File: src/rtl/univ_shift_reg_if.sv
// rtl/univ_shift_reg_if.sv - command/status bundle for the universal shift register
interface univ_shift_reg_if #(
  parameter int WIDTH = 8
);
  localparam int AMT_W = $clog2(WIDTH + 1);

  logic             start;
  logic [2:0]       op;
  logic [AMT_W-1:0] amount;
  logic [WIDTH-1:0] d;
  logic             sin;
  logic [WIDTH-1:0] q;
  logic             sout;
  logic             busy;
  logic             done;

  modport master (
    output start, op, amount, d, sin,
    input  q, sout, busy, done
  );

  modport slave (
    input  start, op, amount, d, sin,
    output q, sout, busy, done
  );
endinterface

File: src/rtl/univ_shift_reg.sv
// rtl/univ_shift_reg.sv - WIDTH-bit universal shift register, serial fill enabled by USR_SERIAL_EN
module univ_shift_reg #(
  parameter int WIDTH = 8
) (
  input  logic              clk,
  input  logic              reset,
  univ_shift_reg_if.slave   bus
);
  localparam int AMT_W = $clog2(WIDTH + 1);
  localparam logic [AMT_W-1:0] AMT_MAX = AMT_W'(WIDTH);
  localparam logic [AMT_W-1:0] AMT_ONE = AMT_W'(1);

  localparam logic [2:0] OP_HOLD  = 3'b000;
  localparam logic [2:0] OP_LOAD  = 3'b001;
  localparam logic [2:0] OP_SHL   = 3'b010;
  localparam logic [2:0] OP_SHR   = 3'b011;
  localparam logic [2:0] OP_SAR   = 3'b100;
  localparam logic [2:0] OP_ROL   = 3'b101;
  localparam logic [2:0] OP_ROR   = 3'b110;
  localparam logic [2:0] OP_CLEAR = 3'b111;

  typedef enum logic {IDLE, SHIFT} state_t;

  state_t           state, state_n;
  logic [2:0]       op_r, op_n;
  logic [AMT_W-1:0] rem, rem_n;
  logic [WIDTH-1:0] q_r, q_n;
  logic             sout_r, sout_n;
  logic             busy_r, busy_n;
  logic             done_r, done_n;

  logic [AMT_W-1:0] amt_sat;
  logic [2:0]       step_op;
  logic [WIDTH-1:0] step_q;
  logic             step_sout;
  logic             fill;

`ifdef USR_SERIAL_EN
  assign fill = bus.sin;
`else
  // sin stays on the port so instantiations match across builds
  logic unused_sin;
  assign unused_sin = bus.sin;
  assign fill       = 1'b0;
`endif

  assign amt_sat = (bus.amount > AMT_MAX) ? AMT_MAX : bus.amount;

  // One shift/rotate step on the current contents; the command op comes from
  // the port while idle and from the latched copy while sequencing.
  always_comb begin
    step_op   = (state == IDLE) ? bus.op : op_r;
    step_q    = q_r;
    step_sout = sout_r;
    case (step_op)
      OP_SHL: begin
        step_q    = {q_r[WIDTH-2:0], fill};
        step_sout = q_r[WIDTH-1];
      end
      OP_SHR: begin
        step_q    = {fill, q_r[WIDTH-1:1]};
        step_sout = q_r[0];
      end
      OP_SAR: begin
        step_q    = {q_r[WIDTH-1], q_r[WIDTH-1:1]};
        step_sout = q_r[0];
      end
      OP_ROL: begin
        step_q    = {q_r[WIDTH-2:0], q_r[WIDTH-1]};
        step_sout = q_r[WIDTH-1];
      end
      OP_ROR: begin
        step_q    = {q_r[0], q_r[WIDTH-1:1]};
        step_sout = q_r[0];
      end
      default: begin
        step_q    = q_r;
        step_sout = sout_r;
      end
    endcase
  end

  // Next-state logic: accept commands in IDLE, count remaining steps in SHIFT.
  always_comb begin
    state_n = state;
    op_n    = op_r;
    rem_n   = rem;
    q_n     = q_r;
    sout_n  = sout_r;
    done_n  = 1'b0;
    case (state)
      IDLE: begin
        if (bus.start) begin
          op_n = bus.op;
          case (bus.op)
            OP_HOLD: done_n = 1'b1;
            OP_LOAD: begin
              q_n    = bus.d;
              done_n = 1'b1;
            end
            OP_CLEAR: begin
              q_n    = '0;
              sout_n = 1'b0;
              done_n = 1'b1;
            end
            default: begin
              if (amt_sat == '0) begin
                done_n = 1'b1;
              end else begin
                q_n    = step_q;
                sout_n = step_sout;
                if (amt_sat == AMT_ONE) begin
                  done_n = 1'b1;
                end else begin
                  state_n = SHIFT;
                  rem_n   = amt_sat - AMT_ONE;
                end
              end
            end
          endcase
        end
      end
      SHIFT: begin
        q_n    = step_q;
        sout_n = step_sout;
        rem_n  = rem - AMT_ONE;
        if (rem == AMT_ONE) begin
          state_n = IDLE;
          done_n  = 1'b1;
        end
      end
      default: state_n = IDLE;
    endcase
    busy_n = (state_n == SHIFT);
  end

  // State and output registers; reset discards any shift in progress.
  always_ff @(posedge clk or negedge reset) begin
    if (!reset) begin
      state  <= IDLE;
      op_r   <= OP_HOLD;
      rem    <= '0;
      q_r    <= '0;
      sout_r <= 1'b0;
      busy_r <= 1'b0;
      done_r <= 1'b0;
    end else begin
      state  <= state_n;
      op_r   <= op_n;
      rem    <= rem_n;
      q_r    <= q_n;
      sout_r <= sout_n;
      busy_r <= busy_n;
      done_r <= done_n;
    end
  end

  assign bus.q    = q_r;
  assign bus.sout = sout_r;
  assign bus.busy = busy_r;
  assign bus.done = done_r;
endmodule

File: src/flat_wrapper.sv
// flat-port wrapper written by rule: the top's interface ports become plain ports
module univ_shift_reg_flat 
#(
  parameter int WIDTH = 8
)
  (clk, reset, bus_start, bus_op, bus_amount, bus_d, bus_sin, bus_q, bus_sout, bus_busy, bus_done);
  univ_shift_reg_if #(.WIDTH(WIDTH)) bus_i ();
  input  logic clk;
  input  logic reset;
  input wire logic [$bits(bus_i.start)-1:0] bus_start;
  input wire logic [$bits(bus_i.op)-1:0] bus_op;
  input wire logic [$bits(bus_i.amount)-1:0] bus_amount;
  input wire logic [$bits(bus_i.d)-1:0] bus_d;
  input wire logic [$bits(bus_i.sin)-1:0] bus_sin;
  output wire logic [$bits(bus_i.q)-1:0] bus_q;
  output wire logic [$bits(bus_i.sout)-1:0] bus_sout;
  output wire logic [$bits(bus_i.busy)-1:0] bus_busy;
  output wire logic [$bits(bus_i.done)-1:0] bus_done;
  assign bus_i.start = bus_start;
  assign bus_i.op = bus_op;
  assign bus_i.amount = bus_amount;
  assign bus_i.d = bus_d;
  assign bus_i.sin = bus_sin;
  assign bus_q = bus_i.q;
  assign bus_sout = bus_i.sout;
  assign bus_busy = bus_i.busy;
  assign bus_done = bus_i.done;
  univ_shift_reg #(.WIDTH(WIDTH)) u_core (.clk(clk), .reset(reset), .bus(bus_i));
endmodule
File: config.mk
export PLATFORM = sky130hd
export DESIGN_NAME = univ_shift_reg_flat
export DESIGN_NICKNAME = d
export VERILOG_FILES = /design/src/rtl/univ_shift_reg_if.sv /design/src/rtl/univ_shift_reg.sv /design/src/flat_wrapper.sv
export SDC_FILE = /design/constraint.sdc
export NUM_CORES = 1
export LEC_CHECK = 0
export BUFFER_PORTS_ARGS = -buffer_cell sky130_fd_sc_hd__buf_2
export CORE_MARGIN = 5
export CORE_UTILIZATION = 50
export CTS_BUF_LIST = sky130_fd_sc_hd__clkbuf_2 sky130_fd_sc_hd__clkbuf_4 sky130_fd_sc_hd__clkbuf_8
export CTS_CLUSTER_SIZE = 16
export DETAILED_ROUTE_END_ITERATION = 16
export PLACE_DENSITY = 0.74
export SYNTH_ARGS = -nofsm -noshare
export SYNTH_HDL_FRONTEND = slang
export SYNTH_SLANG_ARGS = --single-unit
export TNS_END_PERCENT = 50
File: constraint.sdc
create_clock -name clk -period 2.1 [get_ports clk]
set_clock_uncertainty 0.15 [all_clocks]
set_input_delay 0.105 -clock clk [delete_from_list [all_inputs] [get_ports clk]]
set_output_delay 0.105 -clock clk [all_outputs]
set_load 0.05 [all_outputs]
* Word level (Yosys, flattened, before mapping) *
Index checks and enable logic that the tools add are counted.

storage, ports and cells
  register bits after elaboration = 18
  latch bits = 0
  bits in writable memories = 0
  bits in read-only memories = 0
  output and inout bits = 11
  word-level logic and storage cells = 66
  memories = 0

cells by class
  $add $sub $neg = 2
  multiply operators = 0
  divide/modulo/power cells = 0
  order comparisons = 1
  eq/ne operators = 17
  shifts and indexed selects = 0
  mux-type cells = 29
  bitwise logic cells = 1
  reduce and logical (&&, ||, !) cells = 10

operator list
  cell                                                                    count
  8-bit case mux with 5 select lines                                      1
  8-bit case mux with 3 select lines                                      1
  4-bit 2-to-1 mux                                                        5
  8-bit 2-to-1 mux                                                        2
  8-bit case mux with 2 select lines                                      1
  3-bit equality test (second input constant)                             4
  1-bit 2-to-1 mux                                                        12
  2-bit inequality test (second input constant)                           6
  1-bit case mux with 2 select lines                                      5
  4-bit by 1-bit equality test with 1-bit output (second input constant)  2
  4-bit case mux with 2 select lines                                      1
  4-bit by 1-bit subtractor with 4-bit output (second input constant)     2
  3-bit by 2-bit equality test with 1-bit output (second input constant)  2
  3-bit AND reduction                                                     2
  3-bit OR reduction                                                      2
  4-bit > comparator (second input constant)                              1
  4-bit logical NOT                                                       1
  4-bit inequality test (second input constant)                           1
  4-bit AND reduction                                                     1
  2-bit OR reduction                                                      2
  3-bit by 1-bit equality test with 1-bit output (second input constant)  1
  3-bit logical NOT                                                       1
  3-bit 2-to-1 mux                                                        1
  3-bit inequality test (second input constant)                           1
  other kinds (2)                                                         2

* Logic depth before layout (Yosys ltp) *
  depth in word-level cells = 8
  gate-level depth with buffers = 7
  depth with buffers taken out = 6

* Worst setup path before layout *
Ideal clock, no wire load.

  path type = reg-to-reg
  from = register u_core.state
  to = register u_core.q_r[1] (netlist: u_core.bus.q[1])
  setup time = 128 ps
  arrival time = 1902 ps
  setup slack = -80 ps
  stages on the path, launching flop included = 8
  path buffers = 2
  cell sequence = dfrtp_1 > buf_6 > mux2i_4 > nor2_2 > a21bo_1 > buf_6 > a221oi_1 > o2bb2ai_1

between the ends
  longest elaborated chain between the ends = 7
  elaborated cells between the ends (all ways) = 16
  those cells by class = 8 x eq/ne; 6 x mux; 1 x bitwise; 1 x reduce/logical

ends and longest elaborated chain
  item                                                                                   RTL line               text
  start: declaration                                                                     univ_shift_reg.sv:24   state_t state, state_n;
  start signal: assignment                                                               univ_shift_reg.sv:148  state <= state_n;
  3-bit 2-to-1 mux                                                                       univ_shift_reg.sv:52   step_op = (state == IDLE) ? bus.op : op_r;
  3-bit equality test or 3-bit by 2-bit equality test with 1-bit output (tied branches)  univ_shift_reg.sv:55   case (step_op)
  8-bit case mux with 5 select lines                                                     univ_shift_reg.sv:55
  8-bit 2-to-1 mux                                                                       univ_shift_reg.sv:107  if (amt_sat == '0) begin
  8-bit case mux with 3 select lines                                                     univ_shift_reg.sv:95   case (bus.op)
  8-bit 2-to-1 mux                                                                       univ_shift_reg.sv:93   if (bus.start) begin
  8-bit case mux with 2 select lines                                                     univ_shift_reg.sv:91   case (state)
  end signal: assignment                                                                 univ_shift_reg.sv:151  q_r <= q_n;
  end: declaration                                                                       univ_shift_reg.sv:27   logic [WIDTH-1:0] q_r, q_n;

Several ways; a longest one is shown, not always the timed one. The select of a mux whose other input is x is not followed.
A chain may end at the register's enable or synchronous reset.

* Worst setup path in the final report *
Same ends and word-level chain as after synthesis.

==> out/summary.txt <==
Fraction of layout cells with a size suffix above 1: 0.368
Critical path class: flop to flop
DIE AREA: 0.00363 mm²
Vias in the first global route: 1076
Worst R2R Setup Slack: 180 ps
Worst slew pin tran: 450 ps
Syn. warnings: 0
Worst Slack Setup Final: 184 ps
Kind of end point of the critical path: flop
Main synth FF type: dfrtp_1
Most frequent cells in the layout: 28 x buf_2, 17 x dfrtp_1, 8 x and2_1, 8 x o2bb2ai_1, 7 x buf_4
Post-layout nets: 178
Drt first-iter violations: 44
EDFF count, synth: 0
Port Buffers: 28
Hold path depth: 4
Total GRT Usage: 0.174
Pwr dens: 1460 mW/mm²
Initial antenna violation count: 0
Final Hold Fails: 0
RSZ-0062 raised after global routing: no
Register bit count reported by yosys: 18
Post-Place Worst Slack: 133 ps
MaxCap Viol Count: 0
Layout area overhead: 20.3%
Antenna Nets Post-Route: 0
Total core area: 0.00245 mm²
IR drop worst, VDD: 0.000852 V
Pleak: 0.690 nW
WP data arrival: 1950 ps
Startpoint Class: flop
CTS Sinks: 18
Die height: 60.3 µm
Fin crit period: 1920 ps
Chip Width: 60.3 µm
Setup TNS: 0 ps
Antenna cells: 0
Asr flop ratio synth: 1.00
Initial core utilization: 0.514
Avg WL per Cell: 15.4 µm
CTS tree: built
Setup violation total in the final timing report: 0
Synth Cell Area: 0.00126 mm²
First-pass GRT wire length: 4820 µm
Reg2Reg Depth: 5
Worst min-delay path class: input pin to flop
Post-synthesis sequential area ratio: 0.357
Post-route DRC: 0
Router iterations before antenna repair: 4
Post-DP HPWL: 2180 µm
Longest Clk Path Bufs: 2
Peak fanout along the critical path: 8
Filler cells: 211
Area leader, netlist: dfrtp_1
Final wirelength: 2850 µm
I/O Pins: 30
Max Clock Freq: 0.522 GHz
Worst skew pair latency: 290 ps
Final period util: 0.912
Synth top area share: 0.357
Via density: 5.79
Largest net degree at the start of global routing: 19
Routability congestion estimate: 0.813
Leading post-synthesis cells by cell area: dfrtp_1 36%, o2bb2ai_1 5.6%, mux2_2 5.4%
TritonCTS Buffers: 3
Synth unique cells: 41
Commonest non-fill, non-tap cell in the layout: buf_2
Clock Pin Slew Worst Setup and Hold Paths: 120 ps
Synth Net Count: 140
H-Tree Depth: 1
Clk root buf: clkbuf_4
WP data required: 2130 ps
Post-cts resize count: 0
Max Transition Viols Final: 0
Average instance area after synthesis: 10.7 µm²
Slew headroom: 0.700
Total gr overflow: 0
Site row count: 18
Post-synthesis cell count: 118
Vias post-DR: 1071
Outcome: finished clean
[stage by stage]
stage	cell area [µm²]	hold slack, ps	power [mW]	utilization	cells
final	1520	8.68	2.21	0.619	185
after global routing	1520	9.70	2.36	0.619	185
after CTS	1500	4.85	2.18	0.610	182
after detailed placement	1440	-77.3	1.95	0.587	176
after global placement	1440	-85.7	1.91	0.587	176
after floorplan	1260	-341	1.70	-	118
[registers in the layout (all words and copies together), names as in the netlist]
name and cells:
u_core.bus.sout 1, u_core.rem 4, u_core.bus.done 1, u_core.op_r 3, u_core.bus.q 8, u_core.state 1
[report_power, final]
group / leakage, nW / switching (mW) / internal, mW
clock: 0.0210 / 0.116 / 0.106
combinational: 0.441 / 0.792 / 0.532
sequential: 0.228 / 0.173 / 0.492
[timing repair]
item / in CTS / in global routing
setup endpoints to repair: 0 / 1
hold endpoints to repair: 19 / 0
hold buffers: 2 / 0
buffers inserted: 0 / 3
[Yosys cell counts (all sizes together) (4+ instances only)]
cell     number
dfrtp        18
and2          8
mux2i         8
o2bb2ai       8
a221oi        7
o21ai         7
mux2          6
nand2         6
nand2b        5
nor2          5
buf           4
nand3         4
[path summary, 6_finish.rpt]
path,start,endpoint
max,u_core.state,u_core.bus.q[1]
min,bus_d[7],u_core.bus.q[7]
max reg2reg,u_core.state,u_core.bus.q[1]
min reg2reg,u_core.bus.sout,u_core.bus.sout
max in group asynchronous,reset,u_core.state
min in group asynchronous,reset,u_core.rem[3]
[metal layers]
layer	global-route usage	vias up	routed length (µm)
li1	-	526	-
met1	0.233	512	1220
met2	0.295	31	1450
met3	0.0324	2	159
met4	0.0285	0	15
met5	0	-	0
[cell type report]
class / count / area (µm²) / share of cell area
timing repair buffer: 37 / 213 / 0.140
clock buffer: 4 / 36.3 / 0.0239
sequential: 18 / 452 / 0.297
multi-input combinational: 93 / 769 / 0.507
inverter: 3 / 11.3 / 0.00741
tap: 30 / 37.5 / 0.0247
[worst max-delay path, cell delays in order, from the launching register on]
cell and delay [ps]:
dfrtp_2 490, mux2_2 410, nand3_2 70, a21bo_1 290, a221oi_1 290, o2bb2ai_1 110
[cell families (layout without fill, tap and decap cells)]
family | after synthesis | after routing | share of synthesized area
multiplexers | 14 | 14 | 0.137
buffers and inverters | 7 | 44 | 0.0337
flip-flops | 18 | 18 | 0.357
adder cells (fa/ha/maj) | 3 | 3 | 0.0297
AND/OR/NAND/NOR | 35 | 35 | 0.161
XOR/XNOR | 4 | 4 | 0.0278
AO/OA/AOI/OAI | 37 | 37 | 0.255
Power figures use the tool's default switching activity.
